==> src/rtl/asic_output_analyzer_if.sv <==
`default_nettype none
// +--------------------------------------------------------------------------+
// | asic_output_analyzer_if                                                  |
// | XADC sample stream in, window classification and spike counts out.      |
// | Revision: 1.0                                                            |
// +--------------------------------------------------------------------------+
interface asic_output_analyzer_if #(
  parameter int CNT_W = 16
);
  logic [31:0]      xadc_config;
  logic             sample_valid;
  logic [4:0]       sample_channel;
  logic [11:0]      sample_data;
  logic [1:0]       network_output;
  logic             result_valid;
  logic [CNT_W-1:0] spike_count0;
  logic [CNT_W-1:0] spike_count1;

  modport master (
    output xadc_config, sample_valid, sample_channel, sample_data,
    input  network_output, result_valid, spike_count0, spike_count1
  );

  modport slave (
    input  xadc_config, sample_valid, sample_channel, sample_data,
    output network_output, result_valid, spike_count0, spike_count1
  );
endinterface
`default_nettype wire

==> src/rtl/asic_output_analyzer.sv <==
`default_nettype none
// +--------------------------------------------------------------------------+
// | asic_output_analyzer                                                     |
// | Per-channel spike detection with hysteresis, windowed counting, winner.  |
// | Revision: 1.0                                                            |
// +--------------------------------------------------------------------------+
module asic_output_analyzer #(
  parameter logic [4:0] CH0_ADDR  = 5'h10,
  parameter logic [4:0] CH1_ADDR  = 5'h11,
  parameter int         CNT_W     = 16,
  parameter int         WIN_SHIFT = 10
) (
  input  logic                   clk,
  input  logic                   rst,
  asic_output_analyzer_if.slave  bus
);

  localparam int c_TMR_W = 12 + WIN_SHIFT;

  typedef enum logic [1:0] {
    S_IDLE   = 2'd0,
    S_COUNT  = 2'd1,
    S_REPORT = 2'd2
  } state_t;

  state_t               r_state;
  state_t               w_state_nxt;
  logic [11:0]          r_win_field;
  logic [c_TMR_W-1:0]   r_timer;
  logic [c_TMR_W-1:0]   w_win_len;
  logic                 w_term;
  logic                 w_term_evt;
  logic [11:0]          w_thr;
  logic [11:0]          w_hyst;
  logic [11:0]          w_low;
  logic [11:0]          w_field_cfg;
  logic [CNT_W-1:0]     w_cnt0_nxt;
  logic [CNT_W-1:0]     w_cnt1_nxt;
  logic [1:0]           r_net;
  logic                 r_result_valid;
  logic [CNT_W-1:0]     r_sc0;
  logic [CNT_W-1:0]     r_sc1;

  assign w_thr       = bus.xadc_config[11:0];
  assign w_hyst      = {4'b0, bus.xadc_config[19:12]};
  assign w_field_cfg = bus.xadc_config[31:20];
  // Re-arm level saturates at zero; a zero level can never be undershot.
  assign w_low       = (w_hyst >= w_thr) ? 12'd0 : (w_thr - w_hyst);

  assign w_win_len  = {r_win_field, {WIN_SHIFT{1'b0}}};
  assign w_term     = (r_timer == (w_win_len - c_TMR_W'(1)));
  assign w_term_evt = (r_state == S_COUNT) && w_term;

  for (genvar g = 0; g < 2; g++) begin : g_ch
    localparam logic [4:0] c_ADDR = (g == 0) ? CH0_ADDR : CH1_ADDR;

    logic             r_fired;
    logic [CNT_W-1:0] r_cnt;
    logic [CNT_W-1:0] w_cnt_nxt;
    logic             w_hit;
    logic             w_spike;
    logic             w_rearm;

    assign w_hit     = bus.sample_valid && (bus.sample_channel == c_ADDR);
    assign w_spike   = w_hit && !r_fired && (bus.sample_data >= w_thr);
    assign w_rearm   = w_hit && r_fired && (bus.sample_data < w_low);
    assign w_cnt_nxt = (w_spike && (r_cnt != {CNT_W{1'b1}})) ? (r_cnt + CNT_W'(1)) : r_cnt;

    always_ff @(posedge clk) begin
      if (rst) begin
        r_fired <= 1'b0;
      end else if (w_spike) begin
        r_fired <= 1'b1;
      end else if (w_rearm) begin
        r_fired <= 1'b0;
      end
    end

    // Cleared on the terminal edge so a REPORT-cycle spike lands in the new window.
    always_ff @(posedge clk) begin
      if (rst) begin
        r_cnt <= '0;
      end else if ((r_state == S_IDLE) || w_term_evt) begin
        r_cnt <= '0;
      end else begin
        r_cnt <= w_cnt_nxt;
      end
    end
  end

  assign w_cnt0_nxt = g_ch[0].w_cnt_nxt;
  assign w_cnt1_nxt = g_ch[1].w_cnt_nxt;

  function automatic logic [1:0] classify(input logic [CNT_W-1:0] a, input logic [CNT_W-1:0] b);
    if (a > b)               return 2'b01;
    else if (b > a)          return 2'b10;
    else if (a != '0)        return 2'b11;
    else                     return 2'b00;
  endfunction

  always_ff @(posedge clk) begin
    if (rst) begin
      r_state <= S_IDLE;
    end else begin
      r_state <= w_state_nxt;
    end
  end

  always_comb begin
    w_state_nxt = r_state;
    case (r_state)
      S_IDLE:   if (w_field_cfg != 12'd0) w_state_nxt = S_COUNT;
      S_COUNT:  if (w_term) w_state_nxt = S_REPORT;
      S_REPORT: w_state_nxt = (w_field_cfg != 12'd0) ? S_COUNT : S_IDLE;
      default:  w_state_nxt = S_IDLE;
    endcase
  end

  always_ff @(posedge clk) begin
    if (rst) begin
      r_win_field <= '0;
      r_timer     <= '0;
    end else begin
      case (r_state)
        S_IDLE: begin
          r_win_field <= w_field_cfg;
          r_timer     <= '0;
        end
        S_COUNT: begin
          r_timer <= w_term ? '0 : (r_timer + c_TMR_W'(1));
        end
        S_REPORT: begin
          r_win_field <= w_field_cfg;
          r_timer     <= '0;
        end
        default: begin
          r_win_field <= '0;
          r_timer     <= '0;
        end
      endcase
    end
  end

  // Results are captured on the terminal edge using next-counts, so the
  // terminal-cycle sample is included and result_valid is high in REPORT.
  always_ff @(posedge clk) begin
    if (rst) begin
      r_net          <= 2'b00;
      r_result_valid <= 1'b0;
      r_sc0          <= '0;
      r_sc1          <= '0;
    end else begin
      r_result_valid <= w_term_evt;
      if (w_term_evt) begin
        r_net <= classify(w_cnt0_nxt, w_cnt1_nxt);
        r_sc0 <= w_cnt0_nxt;
        r_sc1 <= w_cnt1_nxt;
      end
    end
  end

  assign bus.network_output = r_net;
  assign bus.result_valid   = r_result_valid;
  assign bus.spike_count0   = r_sc0;
  assign bus.spike_count1   = r_sc1;

endmodule
`default_nettype wire

==> src/flat_wrapper.sv <==
// flat-port wrapper written by rule: the top's interface ports become plain ports
module asic_output_analyzer_flat 
#(
  parameter logic [4:0] CH0_ADDR  = 5'h10,
  parameter logic [4:0] CH1_ADDR  = 5'h11,
  parameter int         CNT_W     = 16,
  parameter int         WIN_SHIFT = 10
)
  (clk, rst, bus_xadc_config, bus_sample_valid, bus_sample_channel, bus_sample_data, bus_network_output, bus_result_valid, bus_spike_count0, bus_spike_count1);
  asic_output_analyzer_if #(.CNT_W(CNT_W)) bus_i ();
  input  logic clk;
  input  logic rst;
  input wire logic [$bits(bus_i.xadc_config)-1:0] bus_xadc_config;
  input wire logic [$bits(bus_i.sample_valid)-1:0] bus_sample_valid;
  input wire logic [$bits(bus_i.sample_channel)-1:0] bus_sample_channel;
  input wire logic [$bits(bus_i.sample_data)-1:0] bus_sample_data;
  output wire logic [$bits(bus_i.network_output)-1:0] bus_network_output;
  output wire logic [$bits(bus_i.result_valid)-1:0] bus_result_valid;
  output wire logic [$bits(bus_i.spike_count0)-1:0] bus_spike_count0;
  output wire logic [$bits(bus_i.spike_count1)-1:0] bus_spike_count1;
  assign bus_i.xadc_config = bus_xadc_config;
  assign bus_i.sample_valid = bus_sample_valid;
  assign bus_i.sample_channel = bus_sample_channel;
  assign bus_i.sample_data = bus_sample_data;
  assign bus_network_output = bus_i.network_output;
  assign bus_result_valid = bus_i.result_valid;
  assign bus_spike_count0 = bus_i.spike_count0;
  assign bus_spike_count1 = bus_i.spike_count1;
  asic_output_analyzer #(.CH0_ADDR(CH0_ADDR), .CH1_ADDR(CH1_ADDR), .CNT_W(CNT_W), .WIN_SHIFT(WIN_SHIFT)) u_core (.clk(clk), .rst(rst), .bus(bus_i));
endmodule
==> config.mk <==
export PLATFORM = sky130hd
export DESIGN_NAME = asic_output_analyzer_flat
export DESIGN_NICKNAME = d
export VERILOG_FILES = /design/src/rtl/asic_output_analyzer_if.sv /design/src/rtl/asic_output_analyzer.sv /design/src/flat_wrapper.sv
export SDC_FILE = /design/constraint.sdc
export NUM_CORES = 1
export LEC_CHECK = 0
export BUFFER_PORTS_ARGS = -buffer_cell sky130_fd_sc_hd__buf_2
export CORE_UTILIZATION = 40
export CTS_CLUSTER_SIZE = 28
export DETAILED_ROUTE_END_ITERATION = 12
export PLACE_DENSITY = 0.55
export SYNTH_ARGS = -nofsm -noshare
export SYNTH_HDL_FRONTEND = slang
export SYNTH_SLANG_ARGS = --single-unit
==> constraint.sdc <==
create_clock -name clk -period 9.65 [get_ports clk]
set_input_delay 1.4475 -clock clk [delete_from_list [all_inputs] [get_ports clk]]
set_output_delay 1.4475 -clock clk [all_outputs]
set_load 0.005 [all_outputs]
==> results.toml, run 1 <==
[global_routing]
grt_overflow = 0
use_met3_pct = 4.065
grtUsageTotal_pct = 19.29
grt.busiest_layer = "met2"
grtUsageMet2_pct = 32.04
antenna_found_initial = 0
grt_max_degree = 37
use_met1_pct = 25.19
grt_pass1_wl_um = 24490
grt_pass1_vias = 5087

[logic_synthesis]
synth_ff_type = "dfxtp_1"
syn_area_per_cell_sq_um = 8.206
synth_cells = 740
ys_types = 67
yosys_warnings = 0
mappedNetlistArea_sq_um = 6072
synth-seq-cells = 105
synth_edf_count = 0
synthArstFlopShare_pct = 0
synth_fp_nets = 844
seq_area_frac_synth_pct = 34.62

[final_layout]
layout-drive-gt1-share_pct = 14.39
area_growth_pct = 13.95
fin_area_sq_um = 6919
diodes = 0
final_nets = 921
final_cells = 1004
fin_util_pct = 47.07
layout_commonest_cell = "dfxtp_1"
final_cell_mix = "105 x dfxtp_1, 91 x nor2_1, 86 x buf_2"

[detailed_routing]
drtIter0Drc = 253
dr_total_vias = 5219
wl_um = 14370
dr.pass1.iters = 6
ant_nets = 0
drc = 0
wl_per_cell_um = 14.31
vias_per_cell = 5.198

[floorplan]
dieArea_sq_um = 15680
die_height_um = 125.2
core_sq_um = 14700
rows = 44
initial_core_util_pct = 41.31
die_x_um = 125.2
num_io_pins = 87

[sta]
hold_viol = 0
maxSlewViolCount = 0
fmaxAchievable_ghz = 0.1780
finClkSkew_ns = 0.01195
slew_headroom_pct = 24.32
setup-tns-final_ns = 0
rsz0062_at_grt = "no"
setup_violations = 0
fin_crit_sh_pct = 58.20
tightest_slew_ns = 1.123
period_minus_slack_ns = 5.617

[job]
max_cap_viol_count = 0

[placement]
place_inst = 990
port_buffers = 86
dpl_cell_area_sq_um = 6634
post-dp-hpwl_um = 11140
routabilityCongestion = 0.8480

[clocking]
clockBufferDepth = 2
cts_htree_levels = 3
cts.sinks = 105
cts_tree = "yes"
post-cts-setup-buffers = 0
clk_pin_slew_ns = 0.07
cts_hold_buffers = 0
cts_inserted_buffers = 9
insertion_delay_ns = 0.35
cts_resized = 0
clockRootBuffer = "clkbuf_16"

[power]
total_power_mw = 0.9443
max-vdd-ir-drop_mv = 0.09871
power_density_nw_per_um2 = 136.5
static-leakage-power_nw = 3.062

[worst_setup_path]
max_stage_delay_ns = 0.89
path_cells = "buf_2 > inv_1 > ha_1 > inv_1 > fa_1 > a21o_1 > a21oi_1 > o21ai_0 > a21oi_1 > o21a_1 > o21ai_0 > nand2_1 > ha_1 > a21o_1 > a21o_1 > a21o_1 > a21o_1 > a21o_1 > a21o_1 > a221o_1 > nor2_1 > a311oi_1"
cp.required_ns = 9.86
startpoint_type = "primary input"
crit_arrival_ns = 5.82
crit_fanout = 12
critPathMostFrequentCell = "a21o_1"
worstSetupPathType = "in -> reg"
end_kind = "flip-flop"
critPathSlowestCell = "o21ai_0"

[min_path]
worstHoldPathType = "reg -> reg"

[outcome]
outcome = "finished, final reports clean"
## state kept, by name, indices dropped and copies added, names as in the netlist
register                   count
u_core.g_ch.r_cnt             32
u_core.r_timer                22
u_core.bus.spike_count0       16
u_core.bus.spike_count1       16
u_core.r_win_field            12
u_core.bus.network_output      2
u_core.g_ch.r_fired            2
u_core.r_state                 2
u_core.bus.result_valid        1
## worst paths after layout
kind                            slack (ns)                        from                            to  depth (start not counted)
worst max register to register        5.67     u_core.g_ch[0].r_cnt[5]  u_core.bus.network_output[1]                         17
worst min register to register        0.45  u_core.bus.spike_count1[0]    u_core.bus.spike_count1[0]                          2
worst max-delay path                  4.03          bus_xadc_config[0]        u_core.g_ch[0].r_fired                         22
worst min-delay path                  0.45  u_core.bus.spike_count1[0]    u_core.bus.spike_count1[0]                          2
## routing by layer
layer / vias to the layer above / wire length [um]
met4: 0 / 248
met3: 22 / 510
met5: - / 0
li1: 2703 / -
met2: 95 / 6565
met1: 2399 / 7043
## worst max-delay path, delay by kind of cell
family                     cells  cell delay [ns]
adders and majority gates      3             0.74
AOI/OAI and AO/OA             14             3.16
and+or+nand+nor                2             0.29
buffers and inverters          3             0.20
## area by class of cell
| cell class | instances | area (sq um) |
|---|---|---|
| flip-flops and latches | 105 | 2102 |
| clock buffers | 12 | 246.5 |
| inverters | 58 | 217.7 |
| multi-input cells | 554 | 3631 |
| fillers | 1475 | 7780 |
| well taps | 184 | 230.2 |
| clock inverters | 2 | 38.79 |
| repair buffers | 89 | 452.9 |
## where the power goes
group	switching (mW)	total [mW]	internal (mW)
clock	0.159	0.366	0.207
sequential	0.0111	0.450	0.439
combinational	0.0715	0.128	0.0566
## metrics by stage
step,setup WS (ns),hold WS [ns]
final,4.033,0.4468
after global routing,3.570,0.4697
after CTS,4.029,0.4532
after detailed placement,3.684,0.4377
after global placement,3.831,0.4274
after floorplan,4.444,0.4176
## cell families (layout without fill, tap and decap cells)
family	count (synthesis)	in the layout	share of synthesized area, %
multiplexers	6	6	1.010
AND/OR/NAND/NOR	298	298	24.03
AO/OA/AOI/OAI	136	136	14.88
adder cells (fa/ha/maj)	52	52	10.84
buffers and inverters	81	161	5.687
XOR/XNOR	62	62	8.943
flip-flops	105	105	34.62
## Yosys cell counts (2+ instances only)
master,number,area (sq um)
a2111oi_0,2,17.52
a211o_1,2,17.52
a211oi_1,3,22.52
a21boi_0,5,37.54
a21o_1,11,82.58
a21oi_1,32,160.2
a22o_1,2,17.52
a311oi_1,2,17.52
a31oi_1,6,37.54
and2_1,6,37.54
and3_1,16,100.1
and4_1,2,17.52
clkbuf_1,19,71.32
dfxtp_1,105,2102
ha_1,51,638.1
inv_1,58,217.7
mux2i_1,5,50.05
nand2_1,70,262.8
nand2b_1,8,50.05
nand3_1,26,130.1
nand4_1,16,100.1
nor2_1,92,345.3
nor2b_1,16,100.1
nor3_1,15,75.07
nor3b_1,4,30.03
nor4_1,9,56.30
nor4_2,2,25.02
o2111ai_1,3,26.28
o211ai_1,2,15.01
o21a_1,3,22.52
o21ai_0,41,205.2
o21ai_1,5,25.02
o31a_1,2,17.52
or3_1,5,31.28
or4_1,2,15.01
xnor2_1,30,262.8
xor2_1,32,280.3
Power figures use the tool's default switching activity.
==> inputs of run 2 (changes only) <==
- ABC_AREA: not set -> 1
- clock period: 9.65 -> 5.21 ns (I/O delays scaled with it)
==> results.toml, run 2 <==
[logic_synthesis]
synth_ff_type = "dfxtp_1"
synth_edf_count = 0
syn_area_per_cell_sq_um = 6.982
ys_types = 43
post-synth-top-count-cell = "nand2_1"
yosys.area.top_type = "dfxtp_1"
yosys_warnings = 0
synth_top_cell_area_share_pct = 31.26
synth-seq-cells = 105
synth_fp_nets = 1067
synthArstFlopShare_pct = 0
synthTopCellsByArea = "dfxtp_1 31%, nand2_1 10%, ha_1 9.5%"
seq_area_frac_synth_pct = 31.26
synth_cells = 963
mappedNetlistArea_sq_um = 6724
synth_common_cells = "187 x nand2_1, 147 x inv_1, 119 x nor2_1"

[final_layout]
final_nets = 1149
fillers = 1762
layout_commonest_cell = "nand2_1"
layout-drive-gt1-share_pct = 15.33
fin_area_sq_um = 7684
largest_reg_flops = 32
diodes = 0
area_growth_pct = 14.27
fin_util_pct = 46.50
largestRegisters = "u_core.g_ch.r_cnt: 32 flops, u_core.r_timer: 22 flops"
final_cell_mix = "187 x nand2_1, 147 x inv_1, 119 x nor2_1"
registers.top_by_ff_count = "u_core.g_ch.r_cnt"

[detailed_routing]
drtIter0Drc = 325
dr.pass1.iters = 5
ant_nets = 0
dr_total_vias = 6137
wl_per_cell_um = 13.06
vias_per_cell = 4.832
met2_wirelength_um = 7490
topRoutingLayerUsed = "met4"
route.met3.wl_um = 654
wl_um = 16590
wl_met1_um = 8327
drc = 0

[clocking]
cts_hold_buffers = 0
insertion_delay_ns = 0.36
post-cts-setup-buffers = 0
cts_resized = 0
cts_tree = "yes"
cts.sinks = 105
cts_inserted_buffers = 9
clk_pin_slew_ns = 0.07
cts_htree_levels = 3
clockRootBuffer = "clkbuf_16"
clockBufferDepth = 2

[placement]
port_buffers = 86
post-dp-hpwl_um = 12700
routabilityCongestion = 0.8423
post-place-ws_ns = 0.7550
dpl_cell_area_sq_um = 7363

[outcome]
outcome = "finished, final reports clean"

[sta]
setup_violations = 0
hold_viol = 0
rsz0062_at_grt = "no"
slew_headroom_pct = 39.00
setup-tns-final_ns = 0
fmaxAchievable_ghz = 0.2475
setup_ws_ns = 1.170
fin_crit_sh_pct = 77.54
maxSlewViolCount = 0
period_minus_slack_ns = 4.040
finClkSkew_ns = 0.009779
tightest_slew_ns = 0.9137

[global_routing]
grt_pass1_wl_um = 28550
antenna_found_initial = 0
grt_overflow = 0
grt_max_degree = 42
grt_pass1_vias = 5841
grtUsageTotal_pct = 20.27

[floorplan]
num_io_pins = 87
initial_core_util_pct = 40.69
dieArea_sq_um = 17330
die_height_um = 131.7
core_sq_um = 16520
die_x_um = 131.7
rows = 47

[worst_setup_path]
worstSetupPathType = "in -> reg"
reg2reg_setup_slack_ns = 1.55
crit_arrival_ns = 4.29
startpoint = "bus_sample_data[7]"
end_kind = "flip-flop"
cp.required_ns = 5.46
crit_fanout = 16
startpoint_type = "primary input"
r2r_start = "u_core.g_ch[0].r_cnt[0]"

[power]
power_density_nw_per_um2 = 238.8
static-leakage-power_nw = 3.573
max-vdd-ir-drop_mv = 0.1744

[job]
max_cap_viol_count = 0

[min_path]
worstHoldPathType = "reg -> reg"
hold_start = "u_core.r_timer[0]"
-- run 2: cell count changes after synthesis, moves of 10 or more --
| cell | previous run | this run |
|---|---|---|
| xor2_1 | 32 | 43 |
| nand2_1 | 70 | 187 |
| xnor2_1 | 30 | 10 |
| and3_1 | 16 | 1 |
| nor2_1 | 92 | 119 |
| inv_1 | 58 | 147 |
| o21ai_2 | 0 | 30 |
| nand4_1 | 16 | 29 |
| o21ai_0 | 41 | 30 |
| a21o_1 | 11 | 1 |
| nor2b_1 | 16 | 0 |
| nand3_1 | 26 | 94 |
-- run 2: final timing paths --
kind | end | cells after the start
setup / recovery | u_core.bus.network_output[0] | 20
hold / removal | u_core.r_timer[0] | 1
setup reg to reg | u_core.bus.network_output[0] | 18
hold reg to reg | u_core.r_timer[0] | 1
-- run 2: worst max-delay path: stages --
cell,delay (ns)
buf_2,0.11
ha_1,0.30
nand2_1,0.07
inv_1,0.07
nand2_1,0.07
nand2_1,0.07
a21oi_1,0.17
nand2_2,0.23
nand2_1,0.19
inv_1,0.07
nand2_1,0.24
clkinv_1,0.29
o21ai_0,0.48
ha_1,0.22
nand2_1,0.06
nor3_1,0.28
nor4b_1,0.33
nand3_1,0.12
nand3_1,0.07
nand2_1,0.05
-- run 2: final cells by class --
type | instances | area, sq um | area share, %
clock inverter | 5 | 67.56 | 0.8793
clock buffer | 11 | 252.7 | 3.289
sequential | 105 | 2102 | 27.36
timing repair buffer | 93 | 483.0 | 6.286
multi-input combinational | 685 | 3936 | 51.23
tap | 220 | 275.3 | 3.582
inverter | 151 | 566.8 | 7.377
-- run 2: metrics by stage --
stage	cells	hold WS [ns]	power [mW]
4_1_cts	1270	0.4582	1.860
3_3_place_gp	1254	0.4348	1.121
6_report	1270	0.4549	1.835
3_5_place_dp	1254	0.4391	1.121
2_1_floorplan	963	0.4176	1.043
5_1_grt	1270	0.4854	1.931
-- run 2: kinds of logic after synthesis --
| logic type | count (synthesis) | share of synthesized area [%] |
|---|---|---|
| buf+inv | 173 | 10.20 |
| fa+ha+maj | 52 | 9.788 |
| xor+xnor | 53 | 6.904 |
| compound gates | 106 | 10.46 |
| simple gates | 474 | 31.39 |
| flops | 105 | 31.26 |
-- run 2: power breakdown --
part	switching [mW]	internal [mW]
Clock	0.325	0.407
Combinational	0.174	0.103
Sequential	0.0112	0.814
-- run 2: layer usage --
layer  vias to the layer above  track usage [%]
met2                        98            32.75
li1                       3285                -
met5                         -                0
met3                        11            4.128
met4                         0            3.876
met1                      2743            27.88
==> inputs of run 3 (changes only) <==
- PLACE_DENSITY: 0.55 -> 0.57
- clock period: 5.21 -> 3.7 ns (I/O delays scaled with it)
==> results.toml, run 3 (synthesis results as in run 2) <==
[power]
p_switching_mw = 0.7163
power_frac_seq_pct = 46.8
power_density_nw_per_um2 = 314.0
p_sw_share_pct = 28.84
p_int_mw = 1.768
static-leakage-power_nw = 3.715
clock_power_share_pct = 36.9
combPwrFrac_pct = 16.4
max-vdd-ir-drop_mv = 0.2574

[floorplan]
dieArea_sq_um = 17330
core_sq_um = 16520
die_height_um = 131.7
num_io_pins = 87
initial_core_util_pct = 40.69
rows = 47
die_x_um = 131.7

[clocking]
insertion_delay_ns = 0.36
post-cts-setup-buffers = 0
cts_inserted_buffers = 9
cts_hold_buffers = 0
cts_tree = "yes"
clockRootBuffer = "clkbuf_16"
cts_htree_levels = 3
clockBufferDepth = 2
clk_pin_slew_ns = 0.07
cts.sinks = 105
cts_resized = 0

[sta]
maxSlewViolCount = 0
fmaxAchievable_ghz = 0.3016
period_minus_slack_ns = 3.316
finalHoldWorstSlack_ns = 0.4475
finClkSkew_ns = 0.007853
slew_headroom_pct = 50.43
tightest_slew_ns = 0.7358
fin_crit_sh_pct = 89.62
hold_viol = 0
rsz0062_at_grt = "no"
setup_violations = 0

[global_routing]
grtUsageTotal_pct = 19.98
grt_max_degree = 37
grt_overflow = 0
antenna_found_initial = 0
grt_pass1_wl_um = 28340
grt_pass1_vias = 5925

[outcome]
outcome = "finished, final reports clean"

[min_path]
worstHoldPathType = "reg -> reg"

[final_layout]
final_cell_mix = "187 x nand2_1, 147 x inv_1, 119 x nor2_1"
final_cells = 1305
fin_area_sq_um = 7911
area_growth_pct = 17.66
layout-drive-gt1-share_pct = 18.16
largest_reg_flops = 32
fillers = 1748
largestRegisters = "u_core.g_ch.r_cnt: 32 flops, u_core.r_timer: 22 flops"
final_nets = 1184
layout_commonest_cell = "nand2_1"
registers.top_by_ff_count = "u_core.g_ch.r_cnt"
diodes = 0
fin_util_pct = 47.88

[worst_setup_path]
critPathSlowestCell = "ha_1"
startpoint_type = "primary input"
crit_fanout = 6
path_cells = "buf_2 > ha_1 > nand2_1 > inv_1 > nand2_1 > nand2_1 > a21oi_1 > nand2_2 > nand2_1 > inv_1 > nand2_1 > clkinv_1 > buf_4 > nand2_1 > o21ai_0 > ha_1 > nand2_1 > nor3_1 > nor4b_2 > nand3_1 > nand3_1 > nand2_1"
end_kind = "flip-flop"
critPathTopFamily = "simple AND/OR/NAND/NOR gates"
critPathMostFrequentCell = "nand2_1"
worstSetupPathType = "in -> reg"
cp.required_ns = 3.95
crit_buf_inv = 5
crit_arrival_ns = 3.57
max_stage_delay_ns = 0.34

[detailed_routing]
met2_wirelength_um = 7387
wl_met1_um = 8367
drtIter0Drc = 327
wl_um = 16570
vias_per_cell = 4.808
drc = 0
dr_total_vias = 6275
wl_per_cell_um = 12.70
route.met3.wl_um = 599
ant_nets = 0
dr.pass1.iters = 4
topRoutingLayerUsed = "met4"

[placement]
dpl_cell_area_sq_um = 7626
place_inst = 1289
port_buffers = 86
post-dp-hpwl_um = 12910
routabilityCongestion = 0.8599

[job]
max_cap_viol_count = 0
==> run 3: cell count changes in the layout (fill, tap and decap cells not counted), sizes merged <==
| cell | delta |
|---|---|
| buf | +35 |
| bufinv | -1 |
| clkbuf | -2 |
| clkinv | +4 |
| inv | -1 |
==> run 3: final cells by class <==
type	count	area (sq um)	area share, %
Tap cell	220	275.3	3.479
Timing Repair Buffer	128	745.7	9.426
Clock inverter	7	53.80	0.6801
Clock buffer	9	225.2	2.847
Multi-Input combinational cell	685	3943	49.83
Sequential cell	105	2102	26.57
Inverter	151	566.8	7.164
==> run 3: per-layer routing <==
metal / GRT usage [%] / up-vias
met1: 26.94 / 2809
met4: 4.716 / 0
li1: - / 3348
met5: 0 / -
met3: 3.819 / 14
met2: 32.72 / 104
==> run 3: per-stage QoR <==
stage                     setup TNS [ns]  worst slack, ns  power (mW)
after global placement          -0.01116         -0.01116       1.592
after floorplan                        0           0.4623       1.468
after CTS                              0           0.2750       2.507
after global routing                   0          0.02169       2.616
after detailed placement        -0.09220         -0.09220       1.593
final                                  0           0.3839       2.484
==> run 3: worst reg2reg max path: stages (launching register included) <==
cell	delay (ns)
dfxtp_1	0.41
ha_1	0.22
nand2_1	0.12
nor2_2	0.18
nand2_2	0.08
nor2_1	0.10
nand2_1	0.08
nand3_2	0.09
buf_4	0.16
nand2_1	0.06
nand2_1	0.15
inv_1	0.10
ha_1	0.28
nand2_1	0.07
inv_1	0.07
nand3_1	0.08
nor3_1	0.23
nor4b_2	0.27
nand3_1	0.10
nand3_1	0.09
nand2_1	0.05
==> run 3: power groups by stage <==
stage	sequential, mW	clock [mW]	combinational [mW]
final	1.16	0.916	0.407
after global routing	1.16	0.984	0.468
after CTS	1.16	0.938	0.408
after detailed placement	1.19	0	0.405
after global placement	1.19	0	0.404
after floorplan	1.18	0	0.284
==> run 3: path summary, 6_finish.rpt <==
check                                              from                      endpoint  slack (ns)  depth (start not counted)
worst max-delay path                 bus_sample_data[7]  u_core.bus.network_output[0]        0.38                         22
worst max register to register  u_core.g_ch[0].r_cnt[0]  u_core.bus.network_output[0]        0.63                         20
worst min-delay path                  u_core.r_timer[0]             u_core.r_timer[0]        0.45                          1
worst min register to register        u_core.r_timer[0]             u_core.r_timer[0]        0.45                          1
